[src/rtl/ofifo_drain.sv]
// ofifo_drain: pops full psum vectors from the output FIFO, applies optional ReLU and writes them to psum SRAM.
module ofifo_drain #(
  parameter int col = 8,
  parameter int bw = 16,
  parameter int addr_w = 11,
  parameter int cnt_w = 11
) (
  input  logic                  clk,
  input  logic                  reset,
  input  logic                  start,
  input  logic [addr_w-1:0]     base_addr,
  input  logic [cnt_w-1:0]      num_vec,
  input  logic                  relu_en,
  input  logic                  fifo_valid,
  input  logic [col*bw-1:0]     fifo_out,
  output logic                  fifo_rd,
  output logic                  sram_cen,
  output logic                  sram_wen,
  output logic [addr_w-1:0]     sram_addr,
  output logic [col*bw-1:0]     sram_d,
  output logic                  busy,
  output logic                  done
);
  typedef enum logic [1:0] {IDLE, WAIT, CAP, FIN} state_t;
  state_t state_q, state_d;
  logic [cnt_w-1:0] k_q, k_d, num_q, num_d;
  logic [addr_w-1:0] base_q, base_d, addr_q, addr_d;
  logic relu_q, relu_d, we_q, we_d;
  logic [col*bw-1:0] d_q, d_d, relu_vec;
  always_comb begin
    relu_vec = fifo_out;
    for (int i = 0; i < col; i++)
      relu_vec[i*bw +: bw] = (relu_q && fifo_out[i*bw+bw-1]) ? '0 : fifo_out[i*bw +: bw];
  end
  // Pop only from WAIT so the FIFO's registered pop lands before fifo_valid is looked at again.
  assign fifo_rd = (state_q == WAIT) && fifo_valid && (k_q < num_q);
  always_comb begin
    state_d = state_q;
    k_d = k_q;
    num_d = num_q;
    base_d = base_q;
    relu_d = relu_q;
    addr_d = addr_q;
    d_d = d_q;
    we_d = 1'b0;
    case (state_q)
      IDLE: if (start) begin
        base_d = base_addr;
        num_d = num_vec;
        relu_d = relu_en;
        k_d = '0;
        state_d = (num_vec == '0) ? FIN : WAIT;
      end
      WAIT: state_d = fifo_rd ? CAP : WAIT;
      CAP: begin
        d_d = relu_vec;
        addr_d = base_q + addr_w'(k_q);
        we_d = 1'b1;
        k_d = k_q + 1'b1;
        state_d = (k_d == num_q) ? FIN : WAIT;
      end
      default: state_d = IDLE;
    endcase
  end
  always_ff @(posedge clk) begin
    if (reset) begin
      state_q <= IDLE;
      k_q <= '0;
      num_q <= '0;
      base_q <= '0;
      relu_q <= 1'b0;
      addr_q <= '0;
      d_q <= '0;
      we_q <= 1'b0;
    end else begin
      state_q <= state_d;
      k_q <= k_d;
      num_q <= num_d;
      base_q <= base_d;
      relu_q <= relu_d;
      addr_q <= addr_d;
      d_q <= d_d;
      we_q <= we_d;
    end
  end
  assign sram_cen = ~we_q;
  assign sram_wen = ~we_q;
  assign sram_addr = addr_q;
  assign sram_d = d_q;
  assign busy = state_q != IDLE;
  assign done = state_q == FIN;
endmodule

[config.mk]
export PLATFORM = sky130hd
export DESIGN_NAME = ofifo_drain
export DESIGN_NICKNAME = d
export VERILOG_FILES = /design/src/rtl/ofifo_drain.sv
export SDC_FILE = /design/constraint.sdc
export NUM_CORES = 1
export LEC_CHECK = 0
export BUFFER_PORTS_ARGS = -buffer_cell sky130_fd_sc_hd__buf_2
export CAP_MARGIN = 20
export CORE_ASPECT_RATIO = 2
export CORE_MARGIN = 2
export CORE_UTILIZATION = 48
export CTS_CLUSTER_DIAMETER = 50
export DETAILED_ROUTE_END_ITERATION = 8
export PLACE_DENSITY_LB_ADDON = 0.3
export SYNTH_ARGS = -nofsm -noshare
export SYNTH_HDL_FRONTEND = slang
export SYNTH_SLANG_ARGS = --single-unit
export TNS_END_PERCENT = 30
[constraint.sdc]
create_clock -name clk -period 3 [get_ports clk]
set_clock_uncertainty 0.15 [all_clocks]
set_input_delay 0.3 -clock clk [delete_from_list [all_inputs] [get_ports clk]]
set_output_delay 0.3 -clock clk [all_outputs]
set_load 0.02 [all_outputs]
==> flow_metrics.py, run 1 <==
metrics = {
    "status": {
        "status": "finished clean",
    },
    "synth": {
        "syn_area_mm2": 0.00711,
        "synth.avg_cell_area_um2": 8.71,
        "yosys_warnings": 0,
        "synth_edf_count": 0,
        "synthesis.nets": 995,
        "dominantRegCellSynth": "dfxtp_1",
        "async_flop_share": 0,
        "yosysSeqAreaShare": 0.495,
        "syn_inst": 817,
        "synth_seq_cells": 176,
        "synth_cell_type_count": 51,
    },
    "sta": {
        "timing.hold.ws_ns": 0.0108,
        "rsz0062_at_grt": "false",
        "setup_viol": 0,
        "fmax_mhz": 358,
        "maxSlewViolCount": 0,
        "hold_viol": 0,
        "max_slew_margin": 0.577,
        "setup_tns_ns": 0,
        "tightest_slew_ns": 0.618,
        "timing.final.crit_period_ns": 2.79,
        "fin_crit_sh": 0.930,
    },
    "clocking": {
        "holdBufCountCts": 138,
        "cts_buffer_depth": 2,
        "clk_latency_ns": 0.42,
        "cts_root_buf": "clkbuf_16",
        "ctsResizeCount": 0,
        "clk_pin_slew_ns": 0.06,
        "cts_setup_buffers": 0,
        "cts_tree": "built",
        "cts_inserted_buffers": 17,
        "cts_htree_levels": 4,
        "clkSinkCount": 176,
    },
    "power": {
        "power_frac_comb": 0.123,
        "p_leak_uw": 0.00481,
        "power.density_mw_per_mm2": 487,
        "power.switching_fraction": 0.254,
        "switching_power_uw": 1320,
        "pwr-share-seq": 0.468,
        "p_clk_frac": 0.408,
        "p_int_uw": 3880,
        "ir_worst_vdd_mv": 0.406,
    },
    "min_path": {
        "whs_path_depth": 3,
        "min_from": "base_addr[2]",
        "min_to": "base_q[2]",
        "hp-class": "input pin to flip-flop",
    },
    "setup_path": {
        "worstPathMaxFanout": 9,
        "setup.worst_path.end_class": "primary output",
        "arrival_ns": 2.34,
        "crit_path_start_kind": "flip-flop",
        "cp_slowest_cell": "a2111oi_0",
        "path_delay_family": "compound AO/OA/AOI/OAI gates",
        "critPathRequiredTime_ns": 2.55,
        "crit-reg2reg-launch": "k_q[0]",
        "rr_worst_depth": 9,
        "cp_cell_sequence": "ha_1 -> a2111oi_0 -> nand2_1 -> a21oi_1 -> buf_2",
        "r2r_setup_slack_ns": 0.67,
        "critPathKind": "flip-flop to primary output",
        "cp_num_buf_inv": 1,
        "r2r-end": "sram_addr[10]",
        "slowest_delay_ns": 0.58,
    },
    "global_route": {
        "grt_pass1_vias": 7909,
        "grtUsageMet1": 0.338,
        "antenna_found_initial": 0,
        "grt.total_usage": 0.304,
        "grt_max_degree": 89,
        "overflow": 0,
        "grt.busiest_layer": "met2",
        "met3_usage": 0.0935,
        "grt_pass1_wl_um": 39300,
        "grtUsageMet2": 0.530,
    },
    "floorplanning": {
        "dieHeight_um": 176,
        "rows": 63,
        "core_mm2": 0.0147,
        "die_area_mm2": 0.0159,
        "initial_utilization": 0.485,
        "pin_count": 299,
        "fp.dieW_um": 90.1,
    },
    "flow_run": {
        "cap_viol_max_count": 0,
    },
    "cells_and_area": {
        "areaGrowthSynthToFinish_pct": 50.2,
        "layout-drive-gt1-share": 0.285,
        "nets": 1408,
        "fillCellCount": 1006,
    },
    "placed_design": {
        "port_buffers": 298,
        "dp_hpwl_um": 14600,
        "routabilityCongestion": 0.855,
    },
    "drt": {
        "drt-initial-drc-count": 558,
        "num_vias": 7833,
        "dr.pass1.iters": 5,
        "via_per_inst": 5.44,
        "wl_per_cell_um": 17.2,
        "routed_wl_um": 24700,
        "ant_nets": 0,
        "drc": 0,
    },
}
worst max-delay path by stage:
stage,to,slack (ns),cells after the start,from
floorplan,sram_addr[9],0.85,6,k_q[7]
global placement,sram_addr[10],0.76,9,k_q[0]
detailed placement,sram_d[8],0.65,4,state_q[1]
CTS,fifo_rd,0.19,5,k_q[4]
global route,fifo_rd,0.03,5,k_q[4]
finish,fifo_rd,0.21,5,k_q[4]
power by group through the flow:
stage                     registers (uW)  clock network, uW  logic (uW)
final                               2440               2120         642
after CTS                           2440               2140         616
after detailed placement            2490                  0         471
after global placement              2490                  0         461
after global routing                2440               2230         696
after floorplan                     2520                  0         233
cell usage in the layout (no fill, tap or decap), types with 3 or more instances in the layout:
master and instances:
a21oi_1 64, clkbuf_1 4, o21ai_0 18, nand4_1 4, nor4_1 3, buf_4 17
o21ai_1 3, clkinvlp_4 4, xnor2_1 12, inv_1 23, clkbuf_16 17, nand3b_1 9
a211oi_1 3, a22oi_1 122, nor3_1 7, nor2_1 149, ha_1 22, nand3_1 7
and2_1 4, xor2_1 6, clkinv_4 3, and3_1 4, nand2_1 82, buf_2 297
o21a_1 4, dfxtp_1 176, dlygate4sd3_1 139
metrics by stage:
stage	total power (uW)	instances	utilization	worst slack (ns)	area, um2
finish	5200	1439	0.729	0.210	10700
CTS	5190	1430	0.724	0.193	10600
detailed placement	2960	1260	0.592	0.653	8680
global placement	2950	1260	0.592	0.762	8680
floorplan	2750	817	-	0.846	7110
global route	5370	1438	0.729	0.0343	10700
sequential cells by signal, summed over array words and instances, names as in the netlist:
| register | cells |
|---|---|
| we_q | 1 |
| state_q | 2 |
| base_q | 11 |
| k_q | 11 |
| num_q | 11 |
| sram_d | 128 |
| relu_q | 1 |
| sram_addr | 11 |
cells in the mapped netlist (3+ instances only):
cell type	n	share of area
clkbuf_1	29	0.015
a21oi_1	64	0.045
nand3_1	7	0.0049
xor2_1	6	0.0074
inv_1	23	0.012
buf_2	24	0.017
a22oi_1	122	0.13
o21a_1	4	0.0042
ha_1	22	0.039
a211oi_1	3	0.0032
nor2_1	149	0.079
nand2_1	82	0.043
xnor2_1	12	0.015
buf_1	4	0.0021
nor4_1	3	0.0026
dfxtp_1	176	0.50
o21ai_0	18	0.013
nor2b_1	3	0.0026
nand4_1	4	0.0035
and3_1	4	0.0035
nand3b_1	9	0.0095
o21ai_1	3	0.0021
nor3_1	7	0.0049
and2_1	4	0.0035
worst reg2reg max path, stage by stage (launching register included):
cell and delay [ns]:
dfxtp_1 0.44, ha_1 0.21, inv_1 0.05, fa_1 0.38
nand2b_1 0.19, a21boi_1 0.26, o21ai_1 0.15, o21ai_1 0.18
xnor2_1 0.13, a21oi_1 0.07
cell type report:
| type | count | area [um2] | share of cell area |
|---|---|---|---|
| flip-flops and latches | 176 | 3520 | 0.330 |
| multi-input cells | 558 | 3240 | 0.304 |
| repair buffers | 454 | 3030 | 0.283 |
| clock buffers | 22 | 454 | 0.0425 |
| well taps | 195 | 244 | 0.0228 |
| clock inverters | 10 | 104 | 0.00972 |
| inverters | 23 | 86.3 | 0.00808 |
| diodes | 1 | 2.50 | 0.000234 |
per-layer routing:
metal	up-vias	part of all wire
met5	-	0
met4	0	0.038
met3	79	0.089
met2	455	0.51
met1	3612	0.37
li1	3687	-
logic make-up (layout without fill, tap and decap cells):
| group | count (synthesis) | count (layout) | share of synthesized area |
|---|---|---|---|
| flops | 176 | 176 | 0.495 |
| mux | 1 | 1 | 0.00158 |
| compound gates | 231 | 231 | 0.217 |
| other cells | 0 | 1 | 0 |
| buf+inv | 83 | 509 | 0.0501 |
| fa+ha+maj | 23 | 23 | 0.0415 |
| simple gates | 285 | 285 | 0.172 |
| xor+xnor | 18 | 18 | 0.0222 |
Note: power is estimated with default switching activity, not from simulation.
==> run 2: changes to the inputs <==
--- a/config.mk
+++ b/config.mk
@@ -12,7 +12,7 @@
 export CORE_UTILIZATION = 48
 export CTS_CLUSTER_DIAMETER = 50
 export DETAILED_ROUTE_END_ITERATION = 8
-export PLACE_DENSITY_LB_ADDON = 0.3
+export PLACE_DENSITY = 0.8
 export SYNTH_ARGS = -nofsm -noshare
 export SYNTH_HDL_FRONTEND = slang
 export SYNTH_SLANG_ARGS = --single-unit
==> flow_metrics.py, run 2 (synthesized netlist as in run 1, its figures left out) <==
metrics = {
    "cells_and_area": {
        "fillCellCount": 989,
        "mostFrequentLayoutCells": "297 x buf_2, 176 x dfxtp_1, 149 x nor2_1, 137 x dlygate4sd3_1, 122 x a22oi_1",
        "final_common_cell": "buf_2",
        "antenna-diode-count": 0,
        "regArea_mm2": 0.00352,
        "layout-drive-gt1-share": 0.287,
        "design_area_mm2": 0.0107,
        "areaGrowthSynthToFinish_pct": 50.2,
        "nets": 1404,
        "largest_register_ffs": 128,
        "multi_input_area_mm2": 0.00324,
    },
    "global_route": {
        "grt.total_usage": 0.300,
        "overflow": 0,
        "grt_pass1_wl_um": 38900,
        "antenna_found_initial": 0,
        "grt_max_degree": 88,
        "grt_pass1_vias": 7948,
    },
    "setup_path": {
        "crit_path_start_kind": "flip-flop",
        "path_delay_family": "compound AO/OA/AOI/OAI gates",
        "r2r-end": "sram_addr[10]",
        "cp_slowest_cell": "dfxtp_1",
        "crit_start": "k_q[4]",
        "worst-path-stages": 5,
        "r2r_setup_slack_ns": 0.62,
        "slowest_delay_ns": 0.51,
        "rr_worst_depth": 9,
        "cp_num_buf_inv": 1,
        "setup.worst_path.end_class": "primary output",
        "critPathRequiredTime_ns": 2.55,
        "cp_cell_sequence": "ha_1 -> a2111oi_0 -> nand2_1 -> a21oi_1 -> buf_2",
        "worstPathMaxFanout": 9,
        "critPathKind": "flip-flop to primary output",
        "crit-reg2reg-launch": "k_q[0]",
        "arrival_ns": 2.21,
    },
    "min_path": {
        "whs_path_depth": 3,
        "hp-class": "input pin to flip-flop",
        "min_to": "sram_d[78]",
        "min_from": "fifo_out[78]",
    },
    "clocking": {
        "ctsResizeCount": 0,
        "cts_tree": "built",
        "cts_buffer_depth": 2,
        "clk_latency_ns": 0.42,
        "holdBufCountCts": 136,
        "clkSinkCount": 176,
        "cts_setup_buffers": 0,
        "cts_root_buf": "clkbuf_16",
        "clk_pin_slew_ns": 0.07,
        "cts_inserted_buffers": 17,
        "cts_htree_levels": 4,
    },
    "floorplanning": {
        "rows": 63,
        "dieHeight_um": 176,
        "fp.dieW_um": 90.1,
        "die_area_mm2": 0.0159,
        "pin_count": 299,
        "initial_utilization": 0.485,
        "core_mm2": 0.0147,
    },
    "sta": {
        "setup_ws_ns": 0.337,
        "tightest_slew_ns": 0.721,
        "setup_tns_ns": 0,
        "setup_viol": 0,
        "hold_viol": 0,
        "max_slew_margin": 0.519,
        "maxSlewViolCount": 0,
        "timing.final.crit_period_ns": 2.66,
        "fmax_mhz": 375,
        "rsz0062_at_grt": "false",
        "timing.hold.ws_ns": 0.0153,
        "fin_crit_sh": 0.888,
    },
    "status": {
        "status": "finished clean",
    },
    "drt": {
        "via_per_inst": 5.55,
        "dr.pass1.iters": 6,
        "num_vias": 7959,
        "drc": 0,
        "wl_per_cell_um": 17.2,
        "routed_wl_um": 24600,
        "drt-initial-drc-count": 508,
        "ant_nets": 0,
    },
    "placed_design": {
        "place_area_mm2": 0.00866,
        "routabilityCongestion": 0.862,
        "dp_slack_ns": 0.652,
        "port_buffers": 298,
        "dp_hpwl_um": 14400,
    },
    "flow_run": {
        "cap_viol_max_count": 0,
    },
    "power": {
        "power.density_mw_per_mm2": 496,
        "ir_worst_vdd_mv": 0.407,
        "p_leak_uw": 0.00482,
    },
}
[run 2: changes by cell type in the layout (fill, tap and decap cells not counted), sizes merged]
cell | before | now
buf | 315 | 313
clkbuf | 22 | 19
clkinv | 3 | 2
clkinvlp | 4 | 2
diode | 1 | 0
dlygate4sd3 | 139 | 137
inv | 25 | 31
[run 2: worst max-delay path by stage]
stage	slack, ns	to
2_1_floorplan	0.85	sram_addr[9]
3_3_place_gp	0.70	sram_addr[10]
3_5_place_dp	0.65	sram_addr[10]
4_1_cts	0.30	fifo_rd
5_1_grt	0.07	fifo_rd
6_report	0.34	fifo_rd
[run 2: final cells by class]
cell class | count | share of cell area
clock buffer | 19 | 0.0424
clock inverter | 13 | 0.0134
tap | 195 | 0.0228
multi-input combinational | 558 | 0.304
inverter | 23 | 0.00808
sequential | 176 | 0.330
timing repair buffer | 450 | 0.280
[run 2: power breakdown]
part | internal [uW] | switching [uW] | leakage [uW]
Clock | 1220 | 999 | 0.000287
Sequential | 2390 | 44.8 | 0.00142
Combinational | 312 | 330 | 0.00311
Total | 3930 | 1370 | 0.00482
[run 2: stage by stage]
step / util / power [uW] / cells
floorplan: - / 2750 / 817
global placement: 0.591 / 2950 / 1258
detailed placement: 0.591 / 2960 / 1258
CTS: 0.724 / 5300 / 1426
global route: 0.729 / 5480 / 1434
finish: 0.729 / 5300 / 1434
[run 2: worst reg2reg max path, stage by stage, from the launching register on]
cell and delay [ns]:
dfxtp_1 0.44, ha_1 0.22, inv_1 0.06, fa_1 0.36, nand2b_1 0.19, a21boi_1 0.27, o21ai_1 0.16, o21ai_1 0.19
xnor2_1 0.13, a21oi_1 0.08
[run 2: routing by layer]
layer  track usage  vias to the layer above  wire length [um]
li1              -                     3679                 -
met1         0.327                     3726              9120
met2         0.527                      470             12200
met3        0.0824                       84              2080
met4         0.156                        0              1190
met5             0                        -                 0
==> run 3: changes to the inputs <==
--- a/config.mk
+++ b/config.mk
@@ -10,6 +10,7 @@
 export CORE_ASPECT_RATIO = 2
 export CORE_MARGIN = 2
 export CORE_UTILIZATION = 48
+export CTS_BUF_LIST = sky130_fd_sc_hd__clkbuf_16
 export CTS_CLUSTER_DIAMETER = 50
 export DETAILED_ROUTE_END_ITERATION = 8
 export PLACE_DENSITY = 0.8
==> flow_metrics.py, run 3 (synthesized netlist as in run 1, its figures left out) <==
metrics = {
    "clocking": {
        "cts_inserted_buffers": 17,
        "cts_buffer_depth": 2,
        "clkSinkCount": 176,
        "cts_htree_levels": 4,
        "cts_root_buf": "clkbuf_16",
        "clk_pin_slew_ns": 0.07,
        "cts_tree": "built",
        "ctsResizeCount": 0,
        "clk_latency_ns": 0.42,
    },
    "drt": {
        "via_per_inst": 5.55,
        "ant_nets": 0,
        "drt-initial-drc-count": 489,
        "dr.pass1.iters": 8,
        "routed_wl_um": 24800,
        "num_vias": 7967,
        "drc": 0,
        "wl_per_cell_um": 17.3,
    },
    "global_route": {
        "grt.busiest_layer": "met2",
        "antenna_found_initial": 0,
        "overflow": 0,
        "grtUsageMet2": 0.533,
        "grt_pass1_wl_um": 39100,
        "grt_max_degree": 88,
        "grtUsageMet1": 0.333,
        "grt.total_usage": 0.301,
        "met3_usage": 0.0773,
        "grt_pass1_vias": 7931,
    },
    "sta": {
        "timing.hold.ws_ns": 0.0170,
        "fmax_mhz": 374,
        "fin_crit_sh": 0.892,
        "setup_ws_ns": 0.325,
        "max_slew_margin": 0.515,
        "hold_viol": 0,
        "tightest_slew_ns": 0.728,
        "timing.final.crit_period_ns": 2.67,
        "maxSlewViolCount": 0,
        "rsz0062_at_grt": "false",
        "setup_tns_ns": 0,
        "setup_viol": 0,
    },
    "status": {
        "status": "finished clean",
    },
    "min_path": {
        "hp-class": "input pin to flip-flop",
        "whs_path_depth": 3,
    },
    "setup_path": {
        "worstPathMaxFanout": 9,
        "rr_worst_depth": 9,
        "crit_path_start_kind": "flip-flop",
        "setup.worst_path.end_class": "primary output",
        "arrival_ns": 2.22,
        "critPathRequiredTime_ns": 2.55,
        "critPathKind": "flip-flop to primary output",
        "r2r_setup_slack_ns": 0.61,
    },
    "cells_and_area": {
        "areaGrowthSynthToFinish_pct": 50.2,
        "multi_input_area_mm2": 0.00324,
        "fin_util": 0.729,
        "mostFrequentLayoutCells": "297 x buf_2, 176 x dfxtp_1, 149 x nor2_1, 139 x dlygate4sd3_1, 122 x a22oi_1",
        "largest_register_ffs": 128,
        "layout-drive-gt1-share": 0.285,
        "fillCellCount": 1006,
        "regArea_mm2": 0.00352,
        "nets": 1406,
        "final_common_cell": "buf_2",
        "antenna-diode-count": 0,
    },
    "placed_design": {
        "port_buffers": 298,
        "dp_slack_ns": 0.652,
        "dp_hpwl_um": 14400,
        "routabilityCongestion": 0.862,
    },
    "floorplanning": {
        "initial_utilization": 0.485,
        "core_mm2": 0.0147,
        "fp.dieW_um": 90.1,
        "rows": 63,
        "pin_count": 299,
        "dieHeight_um": 176,
        "die_area_mm2": 0.0159,
    },
    "power": {
        "total_power_uw": 5260,
        "power.density_mw_per_mm2": 493,
        "p_leak_uw": 0.00482,
        "ir_worst_vdd_mv": 0.412,
    },
    "flow_run": {
        "cap_viol_max_count": 0,
    },
}
-- run 3: changes by cell type in the layout (fill, tap and decap cells not counted), sizes merged --
| cell | previous run | this run |
|---|---|---|
| dlygate4sd3 | 137 | 139 |
| clkinv | 2 | 4 |
| clkbuf | 19 | 17 |
-- run 3: power by group --
| group | total [uW] | switching, uW | internal, uW |
|---|---|---|---|
| Sequential | 2440 | 44.8 | 2390 |
| Combinational | 645 | 332 | 313 |
| Clock | 2180 | 1010 | 1170 |
| Total | 5260 | 1380 | 3880 |
-- run 3: area by class of cell --
| type | count | share of cell area |
|---|---|---|
| Sequential cell | 176 | 0.330 |
| Clock inverter | 15 | 0.0141 |
| Timing Repair Buffer | 452 | 0.282 |
| Multi-Input combinational cell | 558 | 0.304 |
| Tap cell | 195 | 0.0228 |
| Clock buffer | 17 | 0.0398 |
| Inverter | 23 | 0.00808 |
-- run 3: per-layer routing --
layer,vias up,wire length [um]
li1,3682,-
met1,3708,9130
met2,481,12400
met3,96,2070
met4,0,1200
met5,-,0
-- run 3: what timing repair did --
item / CTS / global route
hold buffers: 139 / 0
hold endpoints to repair: 139 / 0
setup buffers: 0 / 0
-- run 3: final timing paths --
check,from,end
worst min register to register,sram_d[95],sram_d[95]
worst min-delay path,fifo_out[102],sram_d[102]
worst max register to register,k_q[0],sram_addr[10]
worst max-delay path,k_q[4],fifo_rd
-- run 3: metrics by stage --
step           instances  cell area (um2)
3_3_place_gp        1258             8660
6_report            1436            10700
5_1_grt             1436            10700
2_1_floorplan        817             7110
4_1_cts             1429            10600
3_5_place_dp        1258             8660
-- run 3: worst max-delay path, cell delays in order, from the launching register on --
cell and delay [ns]:
dfxtp_1 0.51, ha_1 0.30, a2111oi_0 0.48, nand2_1 0.11, a21oi_1 0.21, buf_2 0.20
